$ cat config.mk
export PLATFORM = sky130hd
export DESIGN_NAME = out_serial_tx
export DESIGN_NICKNAME = d
export VERILOG_FILES = /design/src/rtl/out_serial_tx.sv
export SDC_FILE = /design/constraint.sdc
export NUM_CORES = 1
export LEC_CHECK = 0
export ABC_AREA = 1
export CAP_MARGIN = 20
export CORE_MARGIN = 3
export CORE_UTILIZATION = 51
export CTS_BUF_LIST = sky130_fd_sc_hd__clkbuf_8
export DETAILED_ROUTE_END_ITERATION = 8
export PLACE_DENSITY = 0.77
export SYNTH_ARGS = -nofsm -noshare
export SYNTH_HDL_FRONTEND = slang
export SYNTH_SLANG_ARGS = --single-unit
$ cat constraint.sdc
create_clock -name clk -period 2.1 [get_ports clk]
set_input_delay 0.21 -clock clk [delete_from_list [all_inputs] [get_ports clk]]
set_output_delay 0.21 -clock clk [all_outputs]
set_load 0.01 [all_outputs]
$ cat src/rtl/out_serial_tx.sv
// Byte-wide serial transmitter: one start bit (0), eight data bits LSB first, one stop bit (1).
// Every bit lasts CLKS_PER_BIT clocks; all outputs come straight from flops.
module out_serial_tx #(
    parameter int unsigned CLKS_PER_BIT = 4
) (
    input  logic       clk,
    input  logic       reset,
    input  logic [7:0] in,
    input  logic       low_i_en,
    output logic       tx,
    output logic       busy,
    output logic       done
);

    localparam int unsigned CW = (CLKS_PER_BIT > 1) ? $clog2(CLKS_PER_BIT) : 1;
    localparam logic [CW-1:0] CNT_MAX = CW'(CLKS_PER_BIT - 1);

    typedef enum logic [1:0] {IDLE, START, DATA, STOP} state_t;

    state_t        state_q;
    logic [CW-1:0] cnt_q;
    logic [2:0]    bit_q;
    logic [7:0]    shreg_q;
    logic          tx_q;
    logic          busy_q;
    logic          done_q;
    logic          last_clk;

    assign last_clk = (cnt_q == CNT_MAX);

    always_ff @(posedge clk) begin
        if (reset) begin
            state_q <= IDLE;
            cnt_q   <= '0;
            bit_q   <= '0;
            shreg_q <= 8'h00;
            tx_q    <= 1'b1;
            busy_q  <= 1'b0;
            done_q  <= 1'b0;
        end else begin
            done_q <= 1'b0;
            case (state_q)
                IDLE: begin
                    cnt_q <= '0;
                    bit_q <= '0;
                    // Accepting on the done cycle gives exactly one idle-high cycle between frames.
                    if (!low_i_en) begin
                        shreg_q <= in;
                        state_q <= START;
                        tx_q    <= 1'b0;
                        busy_q  <= 1'b1;
                    end
                end
                START: begin
                    if (last_clk) begin
                        cnt_q   <= '0;
                        state_q <= DATA;
                        tx_q    <= shreg_q[0];
                    end else begin
                        cnt_q <= cnt_q + CW'(1);
                    end
                end
                DATA: begin
                    if (last_clk) begin
                        cnt_q <= '0;
                        if (bit_q == 3'd7) begin
                            bit_q   <= '0;
                            state_q <= STOP;
                            tx_q    <= 1'b1;
                        end else begin
                            bit_q <= bit_q + 3'd1;
                            tx_q  <= shreg_q[bit_q + 3'd1];
                        end
                    end else begin
                        cnt_q <= cnt_q + CW'(1);
                    end
                end
                STOP: begin
                    if (last_clk) begin
                        cnt_q   <= '0;
                        state_q <= IDLE;
                        busy_q  <= 1'b0;
                        done_q  <= 1'b1;
                    end else begin
                        cnt_q <= cnt_q + CW'(1);
                    end
                end
                default: state_q <= IDLE;
            endcase
        end
    end

    assign tx   = tx_q;
    assign busy = busy_q;
    assign done = done_q;

endmodule

==> flow_metrics.py <==
metrics = {
    "layout": {
        "mostFrequentLayoutCell": "nor2_1",
        "fillCellCount": 127,
        "design_area_um2": 1070,
        "postLayoutCoreUtil_pct": 68.6,
        "area_growth_pct": 22.3,
        "n_antenna_cell": 0,
        "final_layout_size_suffix_gt1_share_pct": 8.21,
        "final_cell_mix": "nor2_1, nand2_1, dfxtp_1",
        "nets": 154,
    },
    "sta": {
        "drv_slew": 0,
        "worst_slack_ns": 0.335,
        "fmax_ghz": 0.567,
        "period_share_pct": 84.0,
        "hold_violations": 0,
        "slew-limit-headroom_pct": 56.2,
        "hold_ws_ns": 0.424,
        "rsz0062_at_grt": "false",
        "setup_viol": 0,
        "tns_ns": 0,
        "period_minus_slack_ns": 1.77,
        "finClkSkew_ns": 0.00142,
        "worst_pin_slew_ns": 0.655,
    },
    "power": {
        "leakage_nw": 0.474,
        "power_density_nw_per_um2": 1160,
        "vdd_drop_max_v": 0.000824,
    },
    "setup_path": {
        "r2r_start": "state_q[0]$_SDFFE_PP0P_",
        "crit_buf_inv": 3,
        "setup.worst_path.start_class": "flip-flop",
        "crit_path_end_kind": "flip-flop",
        "cp_top_family": "simple AND/OR/NAND/NOR gates",
        "critical_path.startpoint": "state_q[0]$_SDFFE_PP0P_",
        "slowest_stage": "nor2_1",
        "path_class": "reg2reg",
        "cp.arrival_ns": 1.91,
        "critPathRequiredTime_ns": 2.25,
        "max_stage_delay_ns": 0.51,
        "crit_top_cell": "nor2_1",
        "worstPathMaxFanout": 11,
        "path_cells": "inv_1, ha_1, inv_2, nor2_1, inv_2, nor2_1, nor2_1",
    },
    "die": {
        "core_area_um2": 1560,
        "fp.dieH_um": 47.4,
        "die_area_um2": 2250,
        "start_util_pct": 56.1,
        "rows": 14,
        "die_w_um": 47.4,
        "pin_count": 14,
    },
    "synth": {
        "synth_cell_type_count": 19,
        "post_synth.cell_area_avg_um2": 7.35,
        "synthCells": 119,
        "synthesis.area_um2": 875,
        "yosys_register_bits": 18,
        "synthesis.nets": 138,
        "ys_seq_area_share_pct": 41.2,
        "yosys_warnings": 0,
    },
    "routing": {
        "ant_nets": 0,
        "via_per_inst": 5.23,
        "vias": 784,
        "post-route-drc-count": 0,
        "wl_per_cell_um": 12.3,
        "first_pass_iters": 4,
        "drt_iter0_markers": 17,
        "wl_mm": 1.84,
    },
    "clock_tree": {
        "path_clk_slew_ns": 0.07,
        "cts_resized": 0,
        "clock-root-buffer": "clkbuf_8",
        "cts_tree": "yes",
        "cts_sinks": 18,
        "cts_buffers": 3,
        "clockBufferDepth": 2,
        "postCtsSetupRepairBufs": 0,
        "cts_hold_buf": 0,
        "h-tree-depth": 1,
        "insertion_delay_ns": 0.25,
    },
    "status": {
        "status": "completed",
    },
    "placement": {
        "placed_cell_area_um2": 1010,
        "gp_congestion": 0.878,
        "io_buffers": 13,
        "pre_cts_ws_ns": 0.361,
        "hpwl_mm": 1.38,
    },
    "global_routing": {
        "grt_pass1_vias": 758,
        "grt_usage_pct": 20.7,
        "gr-total-overflow": 0,
        "grt_pass1_wl_mm": 3.26,
        "grt_max_degree": 12,
        "antenna_found_initial": 0,
    },
    "flow_run": {
        "max-cap-violations": 0,
    },
    "worst_hold_path": {
        "hp-class": "reg2reg",
        "hp-start": "cnt_q[0]$_SDFF_PP0_",
    },
}
==> cell type report <==
type / count / area (um2) / share of cell area, %
Timing Repair Buffer: 13 / 130 / 12.2
Tap cell: 16 / 20.0 / 1.87
Inverter: 13 / 48.8 / 4.56
Multi-Input combinational cell: 86 / 455 / 42.6
Clock buffer: 4 / 55.1 / 5.15
Sequential cell: 18 / 360 / 33.7
==> cells in the mapped netlist <==
cell type  number  area, um2
nand3_2         1       10.0
nand2_1        20       75.1
or2_1           1       6.26
o21ai_1         4       20.0
nand3b_1        2       15.0
dfxtp_1        18        360
inv_1           9       33.8
a31oi_1         1       6.26
nand2_2         1       6.26
o21ai_0         9       45.0
nor2_1         22       82.6
nor3_1          1       5.00
a21oi_1         6       30.0
a211oi_1        1       7.51
ha_1            8        100
nand3_1         8       40.0
inv_2           4       15.0
buf_2           2       10.0
nor2_2          1       6.26
==> state kept, by name (all words and copies together), names as in the netlist <==
signal   count
bit_q        3
tx           1
shreg_q      8
state_q      2
done         1
busy         1
cnt_q        2
==> worst paths after layout <==
| path | end | slack (ns) | depth (start not counted) |
|---|---|---|---|
| max | shreg_q[7]$_SDFFE_PP0P_ | 0.33 | 7 |
| min | cnt_q[0]$_SDFF_PP0_ | 0.42 | 1 |
| max reg2reg | shreg_q[7]$_SDFFE_PP0P_ | 0.33 | 7 |
| min reg2reg | cnt_q[0]$_SDFF_PP0_ | 0.42 | 1 |
==> per-stage QoR <==
stage / cells / power, W
finish: 150 / 0.00124
global route: 150 / 0.00135
CTS: 150 / 0.00124
detailed placement: 146 / 0.000958
global placement: 146 / 0.000946
floorplan: 119 / 0.000825
==> logic make-up (layout without fill, tap and decap cells) <==
| kind of cell | after synthesis | in the layout | synth area share (%) |
|---|---|---|---|
| AND/OR/NAND/NOR | 57 | 57 | 28.2 |
| AO/OA/AOI/OAI | 21 | 21 | 12.4 |
| flip-flops | 18 | 18 | 41.2 |
| buffers and inverters | 15 | 30 | 6.72 |
| adder cells (fa/ha/maj) | 8 | 8 | 11.4 |
==> report_power, final <==
group	switching, W	internal (W)
clock	0.000118	0.000167
combinational	0.000268	0.000185
sequential	0.0000690	0.000435
==> per-layer routing <==
metal	global-route usage (%)	vias up	wire length, um
li1	-	413	-
met1	26.8	350	964
met2	31.3	16	765
met3	5.64	5	75
met4	10.5	0	34
met5	0	-	0
(Power assumes the default switching activity.)
==> variant (same settings) <==
The 4 states of `state_t` get a one-hot encoding in 4 bits.
--- a/src/rtl/out_serial_tx.sv
+++ b/src/rtl/out_serial_tx.sv
@@ -16,5 +16,5 @@
     localparam logic [CW-1:0] CNT_MAX = CW'(CLKS_PER_BIT - 1);
 
-    typedef enum logic [1:0] {IDLE, START, DATA, STOP} state_t;
+    typedef enum logic [3:0] {IDLE = 4'b0001, START = 4'b0010, DATA = 4'b0100, STOP = 4'b1000} state_t;
 
     state_t        state_q;
Formal check against the unedited RTL: same outputs for any inputs over 10 cycles, from zero or initial values and one cycle with reset high; not proved beyond that.
==> variant against the unedited design <==
- routed wire length up 26%
- cell count up 17%
- sequential cell count up 2
- cell area up 13%
- synthesized area up 17%
- power up 24%
- global-route usage down 0.11 points
- utilization down 2.2 points
- setup slack better by 200 ps
- clock skew up 4.8 ps
- critical path type unchanged
- critical endpoint is now state_q[3]
- largest power group is now combinational logic
==> variant: results (changes against the unedited design) <==
Post-CTS Resized -> 0 (unchanged)
GP Congestion -> 0.898 (+2.3%)
Final nets -> 167 (+8.4%)
DPL Wire Length -> 1660 microns (+20%)
Synth Area in XOR/XNOR -> 0% (unchanged)
Top_reg_cell synth -> dfxtp_1
Total routed wirelength -> 2320 microns (+26%)
Regs by FF count -> shreg_q: 8 flops, state_q: 4 flops, bit_q: 3 flops
Clk_skew -> 6.24 ps (+4.82 ps)
Count of cell types in the netlist -> 25 (+6)
Hold Path Stages -> 2 (+1)
Ys Warns -> 0 (unchanged)
Critical Path AT -> 1740 ps (-170 ps)
R2R setup slack -> 530 ps (+200 ps)
DR pass1 iterations -> 4 (unchanged)
Status -> complete, no violations
Max incr delay on CP -> 360 ps (-150 ps)
DRT iter0 DRCs -> 20 (+3)
Vias in the first global route -> 909 (+20%)
Initial antenna violation count -> 0 (unchanged)
Root buffer cell -> clkbuf_8
First-pass GRT wire length -> 4040 microns (+24%)
Pin count of the biggest net entering global routing -> 14 (+2)
PortBufs -> 13 (unchanged)
Hold EP -> shreg_q[2]
Min-delay src -> shreg_q[2]
Clk_lat worst skew -> 260 ps
Post-synthesis compound-gate area fraction -> 12.5% (+0.099 points)
Vias -> 969 (+24%)
Crit Path Max Fanout -> 6 (-5)
Slew @ Worst Pin -> 322 ps (-333 ps)
FF-to-FF path depth -> 7 (unchanged)
Critical-path top delay cell -> dfxtp_1
Worst R2R End -> state_q[3]
H-tree depth -> 1 (unchanged)
Type of the worst min-delay path -> reg -> reg
VDD IR max -> 0.743 mV (-9.7%)
R2r startpoint -> cnt_q[0]
GRT Util Overall -> 20.6% (-0.11 points)
TritonCTS Buffers -> 3 (unchanged)
Post-synthesis adder-cell area fraction -> 3.65% (-7.8 points)
Post-synth top cells -> nand2_1, nand3_1, dfxtp_1, a21oi_1, inv_1
Syn Nets -> 152 (+10%)
Clk pin slew, worst setup/hold paths -> 70 ps (about the same)
P_leak -> 0.506 nW (+6.8%)
Post-synth ARST share -> 0% (unchanged)
Largest cells by area after synthesis -> dfxtp_1, nand2_1, nand3_1, a21oi_1, inv_1
Seq/Total Area, Yosys -> 39.0% (-2.2 points)
Layout cells sized above 1 -> 13.2% (+5.0 points)
Ant diodes -> 0 (unchanged)
variant: final cells by class:
class                           instances  area [sq um]
Fill cell                             170           611
Multi-Input combinational cell        100           547
Sequential cell                        20           400
Timing Repair Buffer                   14           138
Inverter                               14          52.6
Clock buffer                            3          41.3
Tap cell                               25          31.3
variant: per-stage QoR:
stage | instances | hold WS, ps | instance area [sq um] | worst slack (ps)
finish | 176 | 477 | 1210 | 534
global route | 176 | 497 | 1210 | 428
CTS | 176 | 475 | 1210 | 583
detailed placement | 173 | 459 | 1170 | 442
global placement | 173 | 457 | 1170 | 486
floorplan | 138 | 353 | 1030 | 792
variant: cells by family (layout without fill, tap and decap cells):
logic type                 Yosys count  count (layout)
DFF                                 20              20
adders and majority gates            3               3
buffers and inverters               18              31
and+or+nand+nor                     74              74
AOI/OAI and AO/OA                   23              23
variant: how the worst max path moves through the flow:
stage | startpoint | endpoint | slack, ps | cells past startpoint
after global placement | low_i_en | busy | 490 | 5
final | cnt_q[0] | state_q[3] | 530 | 7
after floorplan | bit_q[0] | state_q[2] | 790 | 10
after global routing | state_q[3] | busy | 430 | 6
after CTS | cnt_q[0] | state_q[3] | 580 | 7
after detailed placement | low_i_en | busy | 440 | 5
variant: metal layers:
metal	part of all wire, %	global-route usage, %	vias to the layer above
met1	47	26.9	451
met5	0	0	-
met2	48	34.3	24
met4	1.3	8.07	0
met3	3.8	2.62	4
li1	-	-	490
variant: critical path: cells and delay by family (launching register included):
kind	cells	cell delay, ps
compound gates	2	270
flops	1	360
simple gates	3	400
buf+inv	1	180
fa+ha+maj	1	280
variant: power by group:
| part | switching, mW | total [mW] | internal (mW) |
|---|---|---|---|
| logic | 0.444 | 0.717 | 0.274 |
| clock network | 0.120 | 0.248 | 0.128 |
| registers | 0.0941 | 0.576 | 0.482 |
